===== src/rtl/fb_write_sched.sv =====
// Frame-buffer port-A write scheduler: full-buffer clear, NES pixel
// writes and a lower-priority auxiliary writer sharing one write port.
module fb_write_sched #(
   parameter logic [5:0] CLEAR_INIT = 6'd0
) (
   input  logic        clk,
   input  logic        resetn,
   input  logic [5:0]  color,
   input  logic [8:0]  cycle,
   input  logic [8:0]  scanline,
   input  logic        clear_req,
   input  logic [5:0]  clear_color,
   input  logic        aux_valid,
   input  logic [15:0] aux_addr,
   input  logic [5:0]  aux_data,
   output logic        aux_ready,
   output logic        fb_we,
   output logic [15:0] fb_addr,
   output logic [5:0]  fb_wdata,
   output logic        clearing,
   output logic        clear_done,
   output logic        frame_done
);

   typedef enum logic {
      S_CLEAR = 1'b0,
      S_RUN   = 1'b1
   } state_e;

   state_e      state_q, state_d;
   logic [7:0]  cx_q, cx_d;
   logic [7:0]  cy_q, cy_d;
   logic [5:0]  fill_q, fill_d;
   logic [8:0]  sl_prev_q, sl_prev_d;
   logic [8:0]  cyc_prev_q, cyc_prev_d;
   logic        fb_we_q, fb_we_d;
   logic [15:0] fb_addr_q, fb_addr_d;
   logic [5:0]  fb_wdata_q, fb_wdata_d;
   logic        clear_done_q, clear_done_d;
   logic        frame_done_q, frame_done_d;

   logic pix_evt;
   logic aux_in_range;

   // A pixel is new whenever the dot position moved inside the visible area
   assign pix_evt = ((scanline != sl_prev_q) || (cycle != cyc_prev_q))
                    && (scanline < 9'd240) && !cycle[8];
   assign aux_in_range = aux_addr[15:8] < 8'd240;

   assign clearing   = (state_q == S_CLEAR);
   assign aux_ready  = (state_q == S_RUN) && !pix_evt && !clear_req;
   assign fb_we      = fb_we_q;
   assign fb_addr    = fb_addr_q;
   assign fb_wdata   = fb_wdata_q;
   assign clear_done = clear_done_q;
   assign frame_done = frame_done_q;

   always_comb begin
      state_d      = state_q;
      cx_d         = cx_q;
      cy_d         = cy_q;
      fill_d       = fill_q;
      sl_prev_d    = scanline;
      cyc_prev_d   = cycle;
      fb_we_d      = 1'b0;
      fb_addr_d    = fb_addr_q;
      fb_wdata_d   = fb_wdata_q;
      clear_done_d = 1'b0;
      frame_done_d = 1'b0;
      case (state_q)
         S_CLEAR: begin
            if (clear_req) begin
               cx_d   = 8'd0;
               cy_d   = 8'd0;
               fill_d = clear_color;
            end else begin
               fb_we_d    = 1'b1;
               fb_addr_d  = {cy_q, cx_q};
               fb_wdata_d = fill_q;
               cx_d       = cx_q + 8'd1;
               if (cx_q == 8'hFF) begin
                  if (cy_q == 8'd239) begin
                     cy_d         = 8'd0;
                     state_d      = S_RUN;
                     clear_done_d = 1'b1;
                  end else begin
                     cy_d = cy_q + 8'd1;
                  end
               end
            end
         end
         S_RUN: begin
            if (clear_req) begin
               state_d = S_CLEAR;
               cx_d    = 8'd0;
               cy_d    = 8'd0;
               fill_d  = clear_color;
            end else if (pix_evt) begin
               fb_we_d      = 1'b1;
               fb_addr_d    = {scanline[7:0], cycle[7:0]};
               fb_wdata_d   = color;
               frame_done_d = (scanline[7:0] == 8'd239)
                              && (cycle[7:0] == 8'hFF);
            end else if (aux_valid) begin
               // Off-screen aux requests are accepted but never written
               fb_we_d = aux_in_range;
               if (aux_in_range) begin
                  fb_addr_d  = aux_addr;
                  fb_wdata_d = aux_data;
               end
            end
         end
         default: ;
      endcase
   end

   always_ff @(posedge clk or negedge resetn) begin
      if (!resetn) begin
         state_q      <= S_CLEAR;
         cx_q         <= 8'd0;
         cy_q         <= 8'd0;
         fill_q       <= CLEAR_INIT;
         sl_prev_q    <= 9'd0;
         cyc_prev_q   <= 9'd0;
         fb_we_q      <= 1'b0;
         fb_addr_q    <= 16'd0;
         fb_wdata_q   <= 6'd0;
         clear_done_q <= 1'b0;
         frame_done_q <= 1'b0;
      end else begin
         state_q      <= state_d;
         cx_q         <= cx_d;
         cy_q         <= cy_d;
         fill_q       <= fill_d;
         sl_prev_q    <= sl_prev_d;
         cyc_prev_q   <= cyc_prev_d;
         fb_we_q      <= fb_we_d;
         fb_addr_q    <= fb_addr_d;
         fb_wdata_q   <= fb_wdata_d;
         clear_done_q <= clear_done_d;
         frame_done_q <= frame_done_d;
      end
   end

endmodule


===== config.mk =====
export PLATFORM = sky130hd
export DESIGN_NAME = fb_write_sched
export DESIGN_NICKNAME = d
export VERILOG_FILES = /design/src/rtl/fb_write_sched.sv
export SDC_FILE = /design/constraint.sdc
export NUM_CORES = 1
export LEC_CHECK = 0
export ABC_AREA = 0
export BUFFER_PORTS_ARGS = -buffer_cell sky130_fd_sc_hd__clkbuf_2
export CORE_MARGIN = 2
export CORE_UTILIZATION = 43
export CTS_CLUSTER_SIZE = 28
export DETAILED_ROUTE_END_ITERATION = 10
export GPL_TIMING_DRIVEN = 1
export PLACE_DENSITY = 0.7
export SYNTH_ARGS = -nofsm -noshare
export SYNTH_HDL_FRONTEND = slang
export SYNTH_SLANG_ARGS = --single-unit

===== constraint.sdc =====
create_clock -name clk -period 3.45 [get_ports clk]
set_clock_uncertainty 0.15 [all_clocks]
set_input_delay 1.035 -clock clk [delete_from_list [all_inputs] [get_ports clk]]
set_output_delay 1.035 -clock clk [all_outputs]
set_load 0.05 [all_outputs]

==> results of run 1 <==
-- sequential cells by signal, summed over array words and instances (netlist names) --
register	flops
sl_prev_q	9
cx_q	8
cy_q	8
fb_addr	16
fb_wdata	6
frame_done	1
state_q	1
clear_done	1
fill_q	6
cyc_prev_q	9
fb_we	1
-- power groups by stage --
stage | Combinational, W | Clock [W] | Sequential [W]
finish | 0.000259 | 0.000673 | 0.000843
global route | 0.000282 | 0.000720 | 0.000848
CTS | 0.000261 | 0.000681 | 0.000842
detailed placement | 0.000258 | 0 | 0.000857
global placement | 0.000255 | 0 | 0.000854
floorplan | 0.0000929 | 0 | 0.000912
-- worst max-delay path: stages --
cell and delay, ns:
clkbuf_2 0.10, xor2_1 0.15, nor4_2 0.32, nand3_1 0.15, o21a_1 0.23, nor2_4 0.12, buf_12 0.15
-- worst paths after layout --
| kind | cells after the start | end |
|---|---|---|
| min reg2reg | 2 | fb_wdata[5]$_DFFE_PN0P_ |
| max reg2reg | 8 | fb_addr[0]$_DFFE_PN0P_ |
| max in group asynchronous | 2 | fill_q[5]$_DFFE_PN0P_ |
| min in group asynchronous | 2 | fb_addr[12]$_DFFE_PN0P_ |
| max | 7 | aux_ready |
| min | 2 | fb_wdata[5]$_DFFE_PN0P_ |
-- kinds of logic after synthesis --
kind of cell / Yosys count / synth area share [%]
xor+xnor: 26 / 6.81
flops: 66 / 49.4
simple gates: 152 / 21.6
buf+inv: 25 / 4.15
fa+ha+maj: 2 / 0.748
compound gates: 59 / 15.0
mux: 7 / 2.32
-- metrics by stage --
step | setup TNS [ns] | util, %
5_1_grt | -0.0713 | 54.2
6_report | 0 | 54.2
2_1_floorplan | -0.0899 | -
4_1_cts | -0.0203 | 54.1
3_5_place_dp | -0.0953 | 51.2
3_3_place_gp | 0 | 51.2
-- routing by layer --
metal  part of all wire (%)  vias up  global-route usage [%]
met5                      0        -                       0
met1                     44     1398                    27.5
met3                    4.0       21                    3.12
li1                       -     1378                       -
met2                     49       81                    35.2
met4                    2.7        0                    9.95
-- synthesized netlist by cell type --
| library cell | number | area share (%) |
|---|---|---|
| nand3_2 | 1 | 0.30 |
| buf_2 | 4 | 0.60 |
| nor2_1 | 38 | 4.3 |
| nor4_1 | 3 | 0.56 |
| o2bb2ai_1 | 1 | 0.26 |
| ha_1 | 2 | 0.75 |
| o31ai_4 | 1 | 0.64 |
| and2_1 | 1 | 0.19 |
| a21oi_1 | 14 | 2.1 |
| nor2b_1 | 2 | 0.37 |
| nand4b_1 | 1 | 0.26 |
| clkbuf_4 | 1 | 0.22 |
| or3_1 | 4 | 0.75 |
| clkbuf_1 | 8 | 0.90 |
| inv_1 | 5 | 0.56 |
| and4_1 | 1 | 0.26 |
| clkbuf_8 | 1 | 0.41 |
| buf_4 | 1 | 0.22 |
| mux2_2 | 6 | 2.0 |
| xor2_1 | 21 | 5.5 |
| or2_2 | 2 | 0.37 |
| or3_2 | 3 | 0.67 |
| buf_1 | 2 | 0.22 |
| o22ai_1 | 1 | 0.19 |
| o21a_1 | 3 | 0.67 |
| nor3_1 | 41 | 6.1 |
| nand4_1 | 3 | 0.56 |
| dfrtp_1 | 66 | 49 |
| nor4_2 | 1 | 0.37 |
| o21ai_0 | 11 | 1.6 |
| nand2_1 | 36 | 4.0 |
| o31ai_1 | 7 | 1.6 |
| xnor2_1 | 5 | 1.3 |
| mux2i_1 | 1 | 0.30 |
| o41ai_1 | 8 | 2.1 |
| o211ai_1 | 2 | 0.45 |
| nand3_1 | 9 | 1.3 |
| nand2b_1 | 1 | 0.19 |
| and3_1 | 5 | 0.94 |
| buf_6 | 3 | 1.0 |
| o21ai_4 | 1 | 0.49 |
| o41ai_2 | 10 | 4.9 |
-- what timing repair did --
action,CTS,global route
setup endpoints to repair,1,1
resized for setup,1,0
pin swaps,3,3
setup buffers,1,1
hold endpoints to repair,0,0
-- area by class of cell --
class | instances | share of cell area (%)
tap | 102 | 3.08
sequential | 66 | 39.9
timing repair buffer | 100 | 13.8
clock inverter | 2 | 0.846
clock buffer | 13 | 4.08
inverter | 5 | 0.453
multi-input combinational | 246 | 37.8
==> results.py, run 1 <==
metrics = {
    "floorplanning": {
        "fp.dieH_microns": 92.2,
        "core_area_sq_um": 7650,
        "die_area_sq_um": 8500,
        "io_pins": 83,
        "placementRows": 32,
        "die_w_microns": 92.2,
        "initial_core_util_pct": 43.7,
    },
    "pwr": {
        "power_w": 0.00177,
        "p_leak_nw": 1.89,
        "p_seq_share_pct": 47.5,
        "powerDensity_nw_per_um2": 428,
        "peakVddDrop_mv": 0.169,
        "switching_power_w": 0.000483,
        "switching_share_pct": 27.2,
        "clockPowerShare_pct": 37.9,
        "combPwrFrac_pct": 14.6,
        "p_int_w": 0.00129,
    },
    "placed_design": {
        "dpl-instance-area_sq_um": 3920,
        "dp.cells": 517,
        "dpl.hpwl_mm": 6.05,
        "gp_congestion": 0.834,
        "dp_slack_ns": -0.0953,
        "portBuffers": 82,
    },
    "sta": {
        "worst_slack_ns": 0.00853,
        "period_share_pct": 99.8,
        "period_needed_ns": 3.44,
        "worst_pin_slew_ns": 0.826,
        "final_hold_viol_count": 0,
        "finalMaxSlewViolations": 0,
        "rsz0062_at_grt": "yes",
        "timing.fmax_mhz": 291,
        "whs_ns": 0.336,
        "slew_headroom_pct": 44.9,
        "setup_viol": 0,
    },
    "global_routing": {
        "grt_pass1_vias": 2933,
        "antenna_found_initial": 0,
        "grt_start_max_net_pins": 67,
        "overflow": 0,
        "grt_pass1_wl_mm": 14.1,
        "grt_usage_pct": 21.2,
    },
    "route": {
        "drt-wirelength-per-cell_microns": 15.8,
        "first_iter_violations": 195,
        "route.detailed.drc": 0,
        "drtAntennaViolNets": 0,
        "wirelength_mm": 8.46,
        "first_pass_iters": 4,
        "viasPerCell": 5.39,
        "vias": 2878,
    },
    "clock_network": {
        "cts_hold_buffers": 0,
        "insertion_delay_ns": 0.34,
        "cts_tree": "built",
        "htreeDepth": 3,
        "clock_path_buffers": 2,
        "clk_pin_slew_worst_paths_ns": 0.07,
        "clock-root-buffer": "clkbuf_8",
        "numCtsBuffers": 9,
        "clock-sinks": 66,
    },
    "outcome": {
        "outcome": "finished clean",
    },
    "finish": {
        "nFillCells": 677,
        "final_cell_mix": "clkbuf_2, dfrtp_1, nor3_1, nor2_1, nand2_1",
        "nets": 486,
        "drive_gt1_share_pct": 32.6,
        "mostFrequentLayoutCell": "clkbuf_2",
        "multiInputGateArea_sq_um": 1570,
        "antenna_cells": 0,
        "post-route-cell-area_sq_um": 4140,
        "area.sequential_sq_um": 1650,
        "stdcell_count": 534,
        "area_delta_synth_final_pct": 23.9,
    },
    "synthesis": {
        "synth-seq-cells": 66,
        "synth_fp_nets": 395,
        "synth.distinct_cells": 42,
        "synth.avg_cell_area_sq_um": 9.92,
        "netlist_area_sq_um": 3340,
        "yosysWarnings": 0,
        "synthCells": 337,
        "seq_area_frac_synth_pct": 49.4,
    },
    "min_path": {
        "min_path_type": "reg2reg",
        "hold_path.startpoint": "fb_wdata[5]$_DFFE_PN0P_",
    },
    "setup_path": {
        "critPathLaunch": "cycle[3]",
        "rrSetupSlack_ns": 0.97,
        "crit_arrival_ns": 2.26,
        "crit_fanout": 2,
        "critPathRequiredTime_ns": 2.26,
        "cp-start-kind": "input port",
        "r2r-start": "cyc_prev_q[3]$_DFF_PN0_",
        "worstSetupEndpointType": "primary output",
        "critPathKind": "in2out",
    },
    "job": {
        "cap_violations": 0,
    },
}
No activity file was read; power rests on OpenSTA's default activity.
==> run 2, diff against run 1 <==
--- a/config.mk
+++ b/config.mk
@@ -18 +18,2 @@
 export SYNTH_SLANG_ARGS = --single-unit
+export TNS_END_PERCENT = 30
==> constraint.sdc (replaced) <==
create_clock -name clk -period 3.45 [get_ports clk]
set_clock_uncertainty 0.15 [all_clocks]
set_input_delay 0.5175 -clock clk [delete_from_list [all_inputs] [get_ports clk]]
set_output_delay 0.5175 -clock clk [all_outputs]
set_load 0.01 [all_outputs]
==> run 2 against run 1 <==
Compared with the run above:
- sequential share of layout area grew 1.1 points
- combinational power shrank 25%
- sequential power is essentially flat
- utilization shrank 1.5 points
- first-iteration DRC count shrank 33%
- total power shrank 1.1%
- critical path depth shrank 1
- die area is the same
- largest cell class unchanged
- critical endpoint unchanged
- routed wire length grew 0.92%
- register-to-register slack lost 0.03 ns
- worst setup slack gained 0.59 ns
==> results.py, run 2 (synthesis gave the netlist of run 1 again) <==
metrics = {
    "finish": {
        "stdcell_count": 524,
        "area_delta_synth_final_pct": 20.4,
        "final_cell_mix": "clkbuf_2, dfrtp_1, nor3_1, nor2_1, nand2_1",
        "drive_gt1_share_pct": 29.9,
        "nets": 475,
        "antenna_cells": 0,
        "mostFrequentLayoutCell": "clkbuf_2",
        "largest_reg_flops": 16,
    },
    "pwr": {
        "switching_power_w": 0.000431,
        "p_leak_nw": 1.83,
        "p_seq_share_pct": 48.0,
        "peakVddDrop_mv": 0.274,
        "powerDensity_nw_per_um2": 436,
        "switching_share_pct": 24.6,
        "p_int_w": 0.00132,
        "combPwrFrac_pct": 11.0,
        "clockPowerShare_pct": 41.0,
    },
    "floorplanning": {
        "die_w_microns": 92.2,
        "fp.dieH_microns": 92.2,
        "initial_core_util_pct": 43.7,
        "core_area_sq_um": 7650,
        "io_pins": 83,
        "die_area_sq_um": 8500,
        "placementRows": 32,
    },
    "sta": {
        "final_hold_viol_count": 0,
        "slew_headroom_pct": 44.8,
        "timing.fmax_mhz": 350,
        "finalMaxSlewViolations": 0,
        "worst_slack_ns": 0.596,
        "rsz0062_at_grt": "no",
        "period_share_pct": 82.7,
        "setup_viol": 0,
        "worst_pin_slew_ns": 0.828,
        "period_needed_ns": 2.85,
        "tns_ns": 0,
    },
    "clock_network": {
        "post_cts_buffers": 0,
        "clock-sinks": 66,
        "htreeDepth": 3,
        "clock_path_buffers": 2,
        "insertion_delay_ns": 0.34,
        "numCtsBuffers": 9,
        "cts_tree": "built",
        "ctsResizeCount": 0,
        "clock-root-buffer": "clkbuf_8",
        "cts_hold_buffers": 0,
        "clk_pin_slew_worst_paths_ns": 0.07,
    },
    "route": {
        "wirelength_mm": 8.54,
        "first_iter_violations": 131,
        "first_pass_iters": 4,
        "vias": 2816,
        "viasPerCell": 5.37,
        "route.detailed.drc": 0,
        "drtAntennaViolNets": 0,
        "drt-wirelength-per-cell_microns": 16.3,
    },
    "global_routing": {
        "grt_pass1_wl_mm": 14.2,
        "grt_usage_pct": 21.4,
        "grt_pass1_vias": 2855,
        "antenna_found_initial": 0,
        "grt_start_max_net_pins": 67,
        "overflow": 0,
    },
    "setup_path": {
        "crit_arrival_ns": 2.19,
        "cp-start-kind": "flip-flop",
        "worstSetupEndpointType": "primary output",
        "critPathKind": "reg2out",
        "crit_fanout": 11,
        "critPathRequiredTime_ns": 2.78,
    },
    "placed_design": {
        "dp_slack_ns": 0.675,
        "portBuffers": 82,
        "gp_congestion": 0.847,
        "dp.cells": 508,
        "dpl.hpwl_mm": 5.98,
    },
    "job": {
        "cap_violations": 0,
    },
    "outcome": {
        "outcome": "finished clean",
    },
    "min_path": {
        "min_path_type": "in2reg",
    },
}
[run 2: critical path, stage by stage, from the launching register on]
cell and delay, ns:
dfrtp_1 0.38, xor2_1 0.16, nor4_1 0.29, nand3_1 0.42, o21a_1 0.33, nor2_1 0.12, clkbuf_2 0.15
[run 2: power by group through the flow]
| stage | Clock, W | Combinational, W | Sequential (W) |
|---|---|---|---|
| finish | 0.000719 | 0.000193 | 0.000842 |
| global route | 0.000771 | 0.000216 | 0.000846 |
| CTS | 0.000732 | 0.000196 | 0.000841 |
| detailed placement | 0 | 0.000195 | 0.000856 |
| global placement | 0 | 0.000193 | 0.000855 |
| floorplan | 0 | 0.0000917 | 0.000860 |
[run 2: final timing paths]
kind | startpoint | to | slack [ns] | cells after the start
max | cyc_prev_q[3]$_DFF_PN0_ | aux_ready | 0.60 | 6
min | scanline[8] | sl_prev_q[8]$_DFF_PN0_ | 0.17 | 1
max reg2reg | cyc_prev_q[3]$_DFF_PN0_ | fb_addr[0]$_DFFE_PN0P_ | 0.94 | 6
min reg2reg | fb_addr[13]$_DFFE_PN0P_ | fb_addr[13]$_DFFE_PN0P_ | 0.33 | 2
max in group asynchronous | resetn | fb_wdata[2]$_DFFE_PN0P_ | 2.40 | 2
min in group asynchronous | resetn | cyc_prev_q[8]$_DFF_PN0_ | 0.19 | 2
[run 2: metal layers]
metal | routed length [microns] | up-vias | track usage, %
met4 | 110 | 0 | 6.22
met5 | 0 | - | 0
met1 | 3660 | 1328 | 27.4
met3 | 699 | 12 | 6.16
li1 | - | 1360 | -
met2 | 4070 | 116 | 35.2
[run 2: cell type report]
type                            count  area [sq um]
Multi-Input combinational cell    246          1550
Clock inverter                      2          60.1
Clock buffer                       14           153
Tap cell                          102           128
Sequential cell                    66          1650
Inverter                            5          18.8
Timing Repair Buffer               89           463
Fill cell                         698          3620
[run 2: per-stage QoR]
step	utilization, %	instance area [sq um]	total power [W]	hold WS [ns]
global placement	49.9	3810	0.00105	0.307
detailed placement	49.9	3810	0.00105	0.310
finish	52.7	4030	0.00175	0.171
CTS	52.7	4030	0.00177	0.158
floorplan	-	3340	0.000951	0.0719
global route	52.7	4030	0.00183	0.156
==> run 3, diff against run 2 <==
PLACE_DENSITY = 0.72   (was 0.7)
clock period = 2.3 ns   (was 3.45 ns; I/O delays follow)
==> run 3 against run 2 <==
Compared with the run above:
- the flow now finishes with violations (setup timing)
- first-iteration DRC count rose by 66%
- global-route usage rose by 0.52 points
- non-clock buffer count rose by 21
- worst hold slack got worse by 0.16 ns
- critical endpoint unchanged
- highest routed layer unchanged
==> results.py, run 3 (synthesis gave the netlist of run 1 again) <==
metrics = {
    "global_routing": {
        "grt_pass1_wl_mm": 14.4,
        "grt_usage_pct": 21.9,
        "grt_start_max_net_pins": 67,
        "antenna_found_initial": 0,
        "overflow": 0,
        "grt_pass1_vias": 2999,
    },
    "sta": {
        "rsz0062_at_grt": "yes",
        "whs_ns": 0.0131,
        "period_needed_ns": 2.33,
        "tns_ns": -0.0348,
        "setup_viol": 1,
        "period_share_pct": 102,
        "worst_pin_slew_ns": 0.448,
        "worst_slack_ns": -0.0348,
        "slew_headroom_pct": 69.8,
        "final_hold_viol_count": 0,
        "timing.fmax_mhz": 428,
        "finalMaxSlewViolations": 0,
    },
    "setup_path": {
        "cp-start-kind": "flip-flop",
        "crit_fanout": 2,
        "worstSetupEndpointType": "primary output",
        "r2r-start": "cyc_prev_q[6]$_DFF_PN0_",
        "crit_arrival_ns": 1.84,
        "r2r-end": "fb_addr[8]$_DFFE_PN0P_",
        "critPathMaxStageDelay_ns": 0.38,
        "critPathRequiredTime_ns": 1.80,
        "path_cells": "xor2_1 -> nor4_1 -> nand3_1 -> o21a_1 -> nor2_2 -> buf_2",
        "reg2regPathDepth": 8,
        "slowest_stage": "dfrtp_1",
        "critPathKind": "reg2out",
        "rrSetupSlack_ns": 0.07,
    },
    "route": {
        "viasPerCell": 5.39,
        "m1WireLength_mm": 3.89,
        "wirelength_mm": 8.69,
        "route.detailed.drc": 0,
        "drt-wirelength-per-cell_microns": 16.0,
        "first_pass_iters": 5,
        "vias": 2931,
        "top_layer": "met4",
        "met2WireLength_mm": 3.92,
        "first_iter_violations": 217,
        "wl_met3_microns": 669,
        "drtAntennaViolNets": 0,
    },
    "min_path": {
        "min_path_type": "in2reg",
        "hold_depth": 1,
        "hold_end": "sl_prev_q[1]$_DFF_PN0_",
        "hold_path.startpoint": "scanline[1]",
    },
    "clock_network": {
        "cts_tree": "built",
        "numCtsBuffers": 9,
        "clock_path_buffers": 2,
        "clk_pin_slew_worst_paths_ns": 0.07,
        "clock-root-buffer": "clkbuf_8",
        "insertion_delay_ns": 0.35,
        "clock-sinks": 66,
        "htreeDepth": 3,
    },
    "outcome": {
        "outcome": "finished, violations left",
        "violations": "setup timing",
    },
    "pwr": {
        "clockPowerShare_pct": 37.7,
        "p_seq_share_pct": 49.7,
        "p_int_w": 0.00189,
        "switching_share_pct": 25.9,
        "switching_power_w": 0.000660,
        "combPwrFrac_pct": 12.6,
        "p_leak_nw": 1.93,
        "power_w": 0.00255,
        "peakVddDrop_mv": 0.387,
        "powerDensity_nw_per_um2": 605,
    },
    "floorplanning": {
        "initial_core_util_pct": 43.7,
        "fp.dieH_microns": 92.2,
        "placementRows": 32,
        "die_w_microns": 92.2,
        "core_area_sq_um": 7650,
        "die_area_sq_um": 8500,
        "io_pins": 83,
    },
    "finish": {
        "drive_gt1_share_pct": 32.8,
        "post-route-cell-area_sq_um": 4220,
        "antenna_cells": 0,
        "area_delta_synth_final_pct": 26.1,
        "largest_reg_flops": 16,
        "final_cell_mix": "clkbuf_2, dfrtp_1, nor3_1, nor2_1, nand2_1",
        "nets": 496,
        "post-route-util_pct": 55.1,
        "mostFrequentLayoutCell": "clkbuf_2",
    },
    "placed_design": {
        "dpl.hpwl_mm": 6.22,
        "dpl-instance-area_sq_um": 3960,
        "gp_congestion": 0.842,
        "portBuffers": 82,
    },
    "job": {
        "cap_violations": 0,
    },
}
-- run 3: cell count changes in the layout (fill, tap and decap cells not counted), sizes merged --
cell | previous run | this run
bufinv | 2 | 1
clkbuf | 96 | 93
clkinv | 0 | 2
buf | 7 | 24
dlygate4sd3 | 0 | 5
-- run 3: worst max path at each step --
stage / cells after the start / endpoint / startpoint
floorplan: 7 / aux_ready / cyc_prev_q[8]$_DFF_PN0_
global placement: 9 / fb_addr[3]$_DFFE_PN0P_ / cycle[6]
detailed placement: 9 / fb_addr[8]$_DFFE_PN0P_ / cycle[6]
CTS: 6 / aux_ready / cyc_prev_q[2]$_DFF_PN0_
global route: 6 / aux_ready / cyc_prev_q[6]$_DFF_PN0_
finish: 6 / aux_ready / cyc_prev_q[6]$_DFF_PN0_
-- run 3: metal layers --
layer / global-route usage (%) / vias up
met5: 0 / -
met4: 9.70 / 0
met3: 5.67 / 18
met2: 34.4 / 119
met1: 28.6 / 1401
li1: - / 1393
-- run 3: cell type report --
| class | count | area, sq um |
|---|---|---|
| Fill cell | 661 | 3430 |
| Sequential cell | 66 | 1650 |
| Multi-Input combinational cell | 246 | 1560 |
| Timing Repair Buffer | 110 | 674 |
| Clock buffer | 12 | 145 |
| Tap cell | 102 | 128 |
| Clock inverter | 3 | 40.0 |
| Inverter | 5 | 18.8 |
-- run 3: power by group through the flow --
stage	Combinational (W)	Sequential, W	Clock, W
after detailed placement	0.000315	0.00129	0
after CTS	0.000324	0.00127	0.000976
after global placement	0.000308	0.00128	0
final	0.000320	0.00127	0.000962
after global routing	0.000354	0.00127	0.00102
after floorplan	0.000138	0.00129	0
-- run 3: repair_timing --
item,4_1_cts,5_1_grt
hold buffers,5,0
hold endpoints to repair,70,0
setup buffers,1,0
gates resized for setup,0,4
setup endpoints to repair,1,6
pin swaps,4,8
-- run 3: metrics by stage --
stage                     setup slack (ns)  std cells
final                              -0.0348        544
after global routing                -0.137        544
after CTS                          -0.0709        544
after detailed placement           -0.0264        523
after global placement              0.0858        523
after floorplan                      0.175        337
-- run 3: worst max-delay path, delay by kind of cell (launching register included) --
kind | cells | cell delay [ns]
DFF | 1 | 0.38
AOI/OAI and AO/OA | 1 | 0.22
and+or+nand+nor | 3 | 0.60
xor gates and xnor gates | 1 | 0.14
buffers and inverters | 1 | 0.14
